File: config.mk
export PLATFORM = sky130hd
export DESIGN_NAME = mem_stream_ctrl
export DESIGN_NICKNAME = d
export VERILOG_FILES = /design/src/rtl/mem_stream_ctrl.sv
export SDC_FILE = /design/constraint.sdc
export NUM_CORES = 1
export LEC_CHECK = 0
export BUFFER_PORTS_ARGS = -buffer_cell sky130_fd_sc_hd__buf_4
export CAP_MARGIN = 30
export CORE_MARGIN = 1
export CORE_UTILIZATION = 50
export CTS_CLUSTER_DIAMETER = 200
export DETAILED_ROUTE_END_ITERATION = 6
export PLACE_DENSITY = 0.76
export SLEW_MARGIN = 20
export SYNTH_ARGS = -nofsm -noshare
export SYNTH_HDL_FRONTEND = slang
export SYNTH_SLANG_ARGS = --single-unit
File: constraint.sdc
create_clock -name clk -period 2.1 [get_ports clk]
set_input_delay 0.105 -clock clk [delete_from_list [all_inputs] [get_ports clk]]
set_output_delay 0.105 -clock clk [all_outputs]
set_load 0.01 [all_outputs]
File: src/rtl/mem_stream_ctrl.sv
// mem_stream_ctrl: valid/ready wrapper that turns a simple dual-port memory into a flow-controlled FIFO
module mem_stream_ctrl #(
  parameter int DATA_WIDTH = 4,
  parameter int MEM_DEPTH  = 3,
  parameter int RD_LATENCY = 1,
  parameter int ADDR_WIDTH = $clog2(MEM_DEPTH),
  parameter int OBUF_DEPTH = RD_LATENCY + 1,
  parameter int LVL_WIDTH  = $clog2(MEM_DEPTH + OBUF_DEPTH + 1)
) (
  input  logic                  clk,
  input  logic                  reset,
  input  logic                  in_valid,
  output logic                  in_ready,
  input  logic [DATA_WIDTH-1:0] in_data,
  output logic                  out_valid,
  input  logic                  out_ready,
  output logic [DATA_WIDTH-1:0] out_data,
  output logic                  mem_wr_en,
  output logic [ADDR_WIDTH-1:0] mem_wr_addr,
  output logic [DATA_WIDTH-1:0] mem_wr_data,
  output logic                  mem_rd_en,
  output logic [ADDR_WIDTH-1:0] mem_rd_addr,
  input  logic [DATA_WIDTH-1:0] mem_rd_data,
  output logic [LVL_WIDTH-1:0]  level
);
  localparam int CW  = $clog2(MEM_DEPTH + 1);
  localparam int KW  = $clog2(2 * OBUF_DEPTH + 2);
  localparam int OW  = $clog2(OBUF_DEPTH);
  localparam int OCW = $clog2(OBUF_DEPTH + 1);
  logic [ADDR_WIDTH-1:0] wr_ptr, rd_ptr;
  logic [CW-1:0]         mem_count;
  logic [RD_LATENCY-1:0] vld_sr;
  logic [RD_LATENCY:0]   vld_nxt;
  logic [KW-1:0]         inflight;
  logic [DATA_WIDTH-1:0] obuf [OBUF_DEPTH];
  logic [OW-1:0]         head, tail;
  logic [OCW-1:0]        obuf_count;
  logic                  in_fire, pop, push;
  assign in_ready    = reset && (mem_count < CW'(MEM_DEPTH));
  assign in_fire     = in_valid && in_ready;
  assign mem_wr_en   = in_fire;
  assign mem_wr_addr = wr_ptr;
  assign mem_wr_data = reset ? in_data : '0;
  assign out_valid   = obuf_count != '0;
  assign out_data    = obuf[head];
  assign pop         = out_valid && out_ready;
  assign push        = vld_sr[RD_LATENCY-1];
  // credit: words already in flight plus buffered words must leave room for this read
  assign mem_rd_en   = reset && (mem_count != '0) &&
                       (inflight + KW'(obuf_count) < KW'(OBUF_DEPTH) + KW'(pop));
  assign mem_rd_addr = rd_ptr;
  assign vld_nxt     = {vld_sr, mem_rd_en};
  always_comb begin
    inflight = '0;
    for (int i = 0; i < RD_LATENCY; i++) inflight = inflight + KW'(vld_sr[i]);
  end
  always_ff @(posedge clk or negedge reset) begin
    if (!reset) begin
      wr_ptr    <= '0;
      rd_ptr    <= '0;
      mem_count <= '0;
      vld_sr    <= '0;
      level     <= '0;
    end else begin
      if (in_fire) wr_ptr <= (wr_ptr == ADDR_WIDTH'(MEM_DEPTH - 1)) ? '0 : wr_ptr + ADDR_WIDTH'(1);
      if (mem_rd_en) rd_ptr <= (rd_ptr == ADDR_WIDTH'(MEM_DEPTH - 1)) ? '0 : rd_ptr + ADDR_WIDTH'(1);
      mem_count <= mem_count + CW'(in_fire) - CW'(mem_rd_en);
      vld_sr    <= vld_nxt[RD_LATENCY-1:0];
      level     <= level + LVL_WIDTH'(in_fire) - LVL_WIDTH'(pop);
    end
  end
  always_ff @(posedge clk or negedge reset) begin
    if (!reset) begin
      head       <= '0;
      tail       <= '0;
      obuf_count <= '0;
      for (int i = 0; i < OBUF_DEPTH; i++) obuf[i] <= '0;
    end else begin
      if (push) begin
        obuf[tail] <= mem_rd_data;
        tail       <= (tail == OW'(OBUF_DEPTH - 1)) ? '0 : tail + OW'(1);
      end
      if (pop) head <= (head == OW'(OBUF_DEPTH - 1)) ? '0 : head + OW'(1);
      obuf_count <= obuf_count + OCW'(push) - OCW'(pop);
    end
  end
endmodule

; Yosys cells after proc, flatten, opt, wreduce, memory -nomap -nowiden
; Cells that the tools add are included.
; W data, S select, Z words.
[word_totals]
reg_bits = 22
wordCells = 50
in_bits = 12
[op_classes]
mux = 11
addsub = 12
n_eq_ne = 2
reduce_logical = 8
order_cmp = 5
bitwise = 2
[ops]
columns = cell, count
row1 = $mux W4, 5
row2 = $bwmux W8, 1
row3 = $logic_and A1 B1 Y1, 6
row4 = $add A2 B1 Y2, 2
row5 = $add A2 B1 Y2 const B, 2
row6 = $demux W4 S1, 1
row7 = $eq A2 B2 Y1 const B, 2
row8 = $ge A2 B2 Y1 const B, 2
row9 = $mux W2, 2
row10 = $not A1 Y2, 2
row11 = $reduce_bool A2 Y1, 2
row12 = $sub A2 B1 Y2, 2
row13 = $add A1 B2 Y3, 1
row14 = $add A2 B1 Y3 const A, 1
row15 = $add A3 B1 Y3, 1
row16 = $lt A3 B3 Y1, 1
row17 = $sub A3 B1 Y3, 1
row18 = $add A1 B1 Y1 const B, 2
row19 = $lt A2 B1 Y1 const B, 1
row20 = $lt A2 B2 Y1 const B, 1
row21 = $mux W1, 2

; Longest topological paths before layout
[depth]
ltp_word = 6
mapped_depth = 10
mapped_depth_nobuf = 10

; Worst setup path before layout
; No wires, ideal clock.
[synth_path]
path_type = flip-flop to flip-flop
startpoint = register obuf_count[0]
endpoint = register mem_count[1]
n_path_buf = 0
stages_incl_launch_ff = 11
path_slack_ns = 0.108
synth_period_minus_slack_ns = 1.992
arrival_time_ns = 1.868
cell_sequence = dfrtp_1 -> ha_1 -> ha_1 -> o21ai_2 -> o2111ai_2 -> inv_1 -> ha_1 -> inv_1 -> ha_1 -> xnor2_1 -> xnor2_1
[synth_between]
elab_chain_len = 6
elab_cells_between_ends = 7
cone_classes = add/sub: 3 / order compare: 1 / reduce/logical: 3
[synth_lines]
columns = element, line_no
row1 = start: declaration, 37  ; logic [OCW-1:0] obuf_count;
row2 = start signal: assignment, 84  ; obuf_count <= obuf_count + OCW'(push) - OCW'(pop);
row3 = $reduce_bool A2 Y1, 44  ; assign out_valid = obuf_count != '0;
row4 = $logic_and A1 B1 Y1, 46  ; assign pop = out_valid && out_ready;
row5 = $add A2 B1 Y3, 50  ; (inflight + KW'(obuf_count) < KW'(OBUF_DEPTH) + KW'(pop));
row6 = $lt A3 B3 Y1 (*), 50
row7 = $logic_and A1 B1 Y1 (*), 49  ; assign mem_rd_en = reset && (mem_count != '0) &&
row8 = net mem_rd_en, 21  ; output logic mem_rd_en,
row9 = $sub A2 B1 Y2 (*), 67  ; mem_count <= mem_count + CW'(in_fire) - CW'(mem_rd_en);
row10 = end signal: assignment, 67
row11 = end: declaration, 31  ; logic [CW-1:0] mem_count;
; The timed path passes the listed nets; every way through them passes the cells marked *.
; A chain may end at the register's enable or synchronous reset.

; Worst setup path after layout
[layout_path]
startpoint = register vld_sr (netlist: push)
endpoint = register mem_count[1]
[layout_between]
elab_chain_len = 4
[layout_lines]
columns = element, line_no
row1 = start: declaration, 32  ; logic [RD_LATENCY-1:0] vld_sr;
row2 = start signal: assignment, 68  ; vld_sr <= vld_nxt[RD_LATENCY-1:0];
row3 = $add A1 B2 Y3, 50
row4 = $lt A3 B3 Y1, 50
row5 = $logic_and A1 B1 Y1, 49
row6 = $sub A2 B1 Y2, 67
; No other way between the ends.

==> reports/qor.txt <==
Status = finished clean
Skew final = 0.00958 ns
Antenna violations before repair = 0
Die Ht = 48.2 um
Worst vdd ir = 1.04 mV
Post-Syn Instances = 84
Max Slew Vio Count = 0
Maximum clock rate = 493 MHz
Routed vias = 710
Final ANT Viol Nets = 0
Final worst slack = 0.0709 ns
Worst Hold End = obuf[4]$_DFFE_PN0P_
CP Launch Type = flop
Worst setup EP type = flop
Port-buffer cells = 30
CTS root buf = clkbuf_4
Main combinational cell family by area after synthesis = multiplexers
Clock sink count = 22
Hold Startpoint = mem_rd_data[0]
Tightest Pin Transition = 0.400 ns
Largest net degree at the start of global routing = 28
Die X = 48.2 um
Slew HR = 73.2%
Final net count = 145
GRT overflow = 0
Power share of the clock group = 10.7%
Yosys warns = 0
CTS Buf Count = 3
Syn_area_per_cell = 12.7 um^2
Leakage = 0.000712 uW
Tmin final = 2.03 ns
Synth Area in XOR/XNOR = 6.56%
Post-Syn Nets = 105
Int Pwr = 1400 uW
Gate power share = 51.4%
Psw = 785 uW
Post-synthesis register bit count = 22
CTS H-tree lvls = 1
Clock slew at reported path FFs = 0.12 ns
Post-route cell area = 1440 um^2
Arrival @ worst endpoint = 2.26 ns
Worst reg2reg path depth = 10
Overall Global Routing Usage = 18.6%
Vias in the first global route = 658
Die area = 2330 um^2
Clk buf depth = 2
Clock Latency Late Sink = 0.31 ns
Initial DRT Pass Iterations = 2
Starting Density = 53.9%
Hold Path Cell Cnt = 2
DRT iter0 DRCs = 1
Synth Area in Adders = 11.2%
Reg-to-Reg End = mem_count[1]$_DFF_PN0_
ANT cells = 0
Worst Hold Class = in2reg
Post-synthesis compound-gate area fraction = 5.27%
Synth cell types = 20
R2R setup slack = 0.07 ns
DR vias/cell = 4.73
Reg power frac = 37.9%
Area Overhead vs Synth = 34.3%
Row count = 16
Worst slack, placed = 0.0149 ns
Seq/Total Area, Yosys = 51.5%
Final WL = 1.96 mm
Final core utilization = 72.4%
CTS tree = built
Core area = 1980 um^2
Final hold slack = 0.0217 ns
Post-Syn Area = 1070 um^2
First-pass GRT wire length = 2.86 mm
Ratio of cells with drive above 1 in the final layout = 48.8%
RePlAce Congestion = 0.746
Critical Path Source = push$_DFF_PN0_
Simple-gate share of the synthesized area = 6.44%
CP Max Fanout = 4
Max_cap viols = 0
Most common cell after layout, fill and taps aside = buf_4
IO Pins = 31
Worst path required time = 2.33 ns
Residual DRC count = 0
Setup violations, final = 0
Setup TNS = 0 ns
Pwr per Cell Area = 1520 nW/um^2
Post-synthesis mux area share = 14.8%
Routed len/inst = 13.1 um
Most frequent cells in the layout = 34 x buf_4, 22 x dfrtp_1, 12 x mux2_2
Crit path kind = reg2reg
Ratio of final minimum period to clock period = 96.6%
Sw Share = 36.0%
Hold Vio Cnt, Final = 0
Worst R2R Start = push$_DFF_PN0_
Post-Place Cell Area = 1340 um^2
Post-DP HPWL = 1.43 mm
==> cell type report <==
| class | count | area, um^2 |
|---|---|---|
| fill | 148 | 547 |
| timing repair buffer | 35 | 265 |
| inverter | 12 | 45.0 |
| clock buffer | 4 | 36.3 |
| sequential | 22 | 551 |
| tap | 27 | 33.8 |
| multi-input combinational | 50 | 504 |
==> flip-flops by register name, summed over array words and instances (netlist names) <==
name,flops
mem_count,2
level,3
mem_wr_addr,2
obuf,8
push,1
mem_rd_addr,2
tail,1
obuf_count,2
head,1
==> critical path, stage by stage (launching register included) <==
cell and delay, ns:
dfrtp_1 0.43, ha_1 0.19, ha_1 0.28, o21ai_2 0.08
o2111ai_4 0.15, inv_2 0.10, ha_1 0.23, inv_1 0.06
ha_2 0.18, xnor2_2 0.12, xnor2_1 0.14
==> what timing repair did <==
item | 4_1_cts | 5_1_grt
buffers inserted | 1 | 1
hold buffers | 1 | 0
setup endpoints to repair | 1 | 2
pin swaps | 0 | 4
resized for setup | 0 | 7
hold endpoints to repair | 22 | 0
==> logic make-up after synthesis <==
kind of cell / count (synthesis)
AOI/OAI and AO/OA: 6
buffers and inverters: 12
muxes: 14
DFF: 22
and+or+nand+nor: 13
xor gates and xnor gates: 8
adders and majority gates: 9
==> through the flow <==
| stage | std cells | power (uW) |
|---|---|---|
| after floorplan | 84 | 1460 |
| after global placement | 143 | 1810 |
| after detailed placement | 143 | 1880 |
| after CTS | 149 | 2130 |
| after global routing | 150 | 2370 |
| final | 150 | 2180 |
==> power by group through the flow <==
stage | logic, uW | registers (uW) | clock network [uW]
3_3_place_gp | 993 | 815 | 0
2_1_floorplan | 639 | 823 | 0
4_1_cts | 1080 | 817 | 239
5_1_grt | 1250 | 862 | 255
3_5_place_dp | 1050 | 828 | 0
6_report | 1120 | 826 | 234
==> how the worst max path moves through the flow <==
stage / endpoint
after floorplan: mem_count[1]$_DFF_PN0_
after global placement: mem_count[1]$_DFF_PN0_
after detailed placement: mem_count[1]$_DFF_PN0_
after CTS: mem_count[1]$_DFF_PN0_
after global routing: mem_count[1]$_DFF_PN0_
final: mem_count[1]$_DFF_PN0_
==> routing by layer <==
layer | vias up | global-route usage (%) | routed length [um]
li1 | 353 | - | -
met1 | 330 | 22.2 | 867
met2 | 23 | 32.3 | 972
met3 | 4 | 3.33 | 94
met4 | 0 | 8.33 | 26
met5 | - | 0 | 0
==> synth_stat cells <==
cell type  number  area [um^2]
dfrtp_1        22          551
inv_1          12         45.0
mux2_2         12          135
ha_1            8          100
xnor2_1         7         61.3
and2_1          4         25.0
nand2_1         3         11.3
mux2_1          2         22.5
nor2_1          2         7.51
o21ai_2         2         17.5
a21boi_2        1         11.3
a21o_1          1         7.51
and2b_1         1         7.51
fa_1            1         20.0
nand2b_1        1         6.26
nor3_1          1         5.00
o2111ai_2       1         15.0
o21ai_0         1         5.00
or2_2           1         6.26
xor2_1          1         8.76
Power figures use the tool's default switching activity.
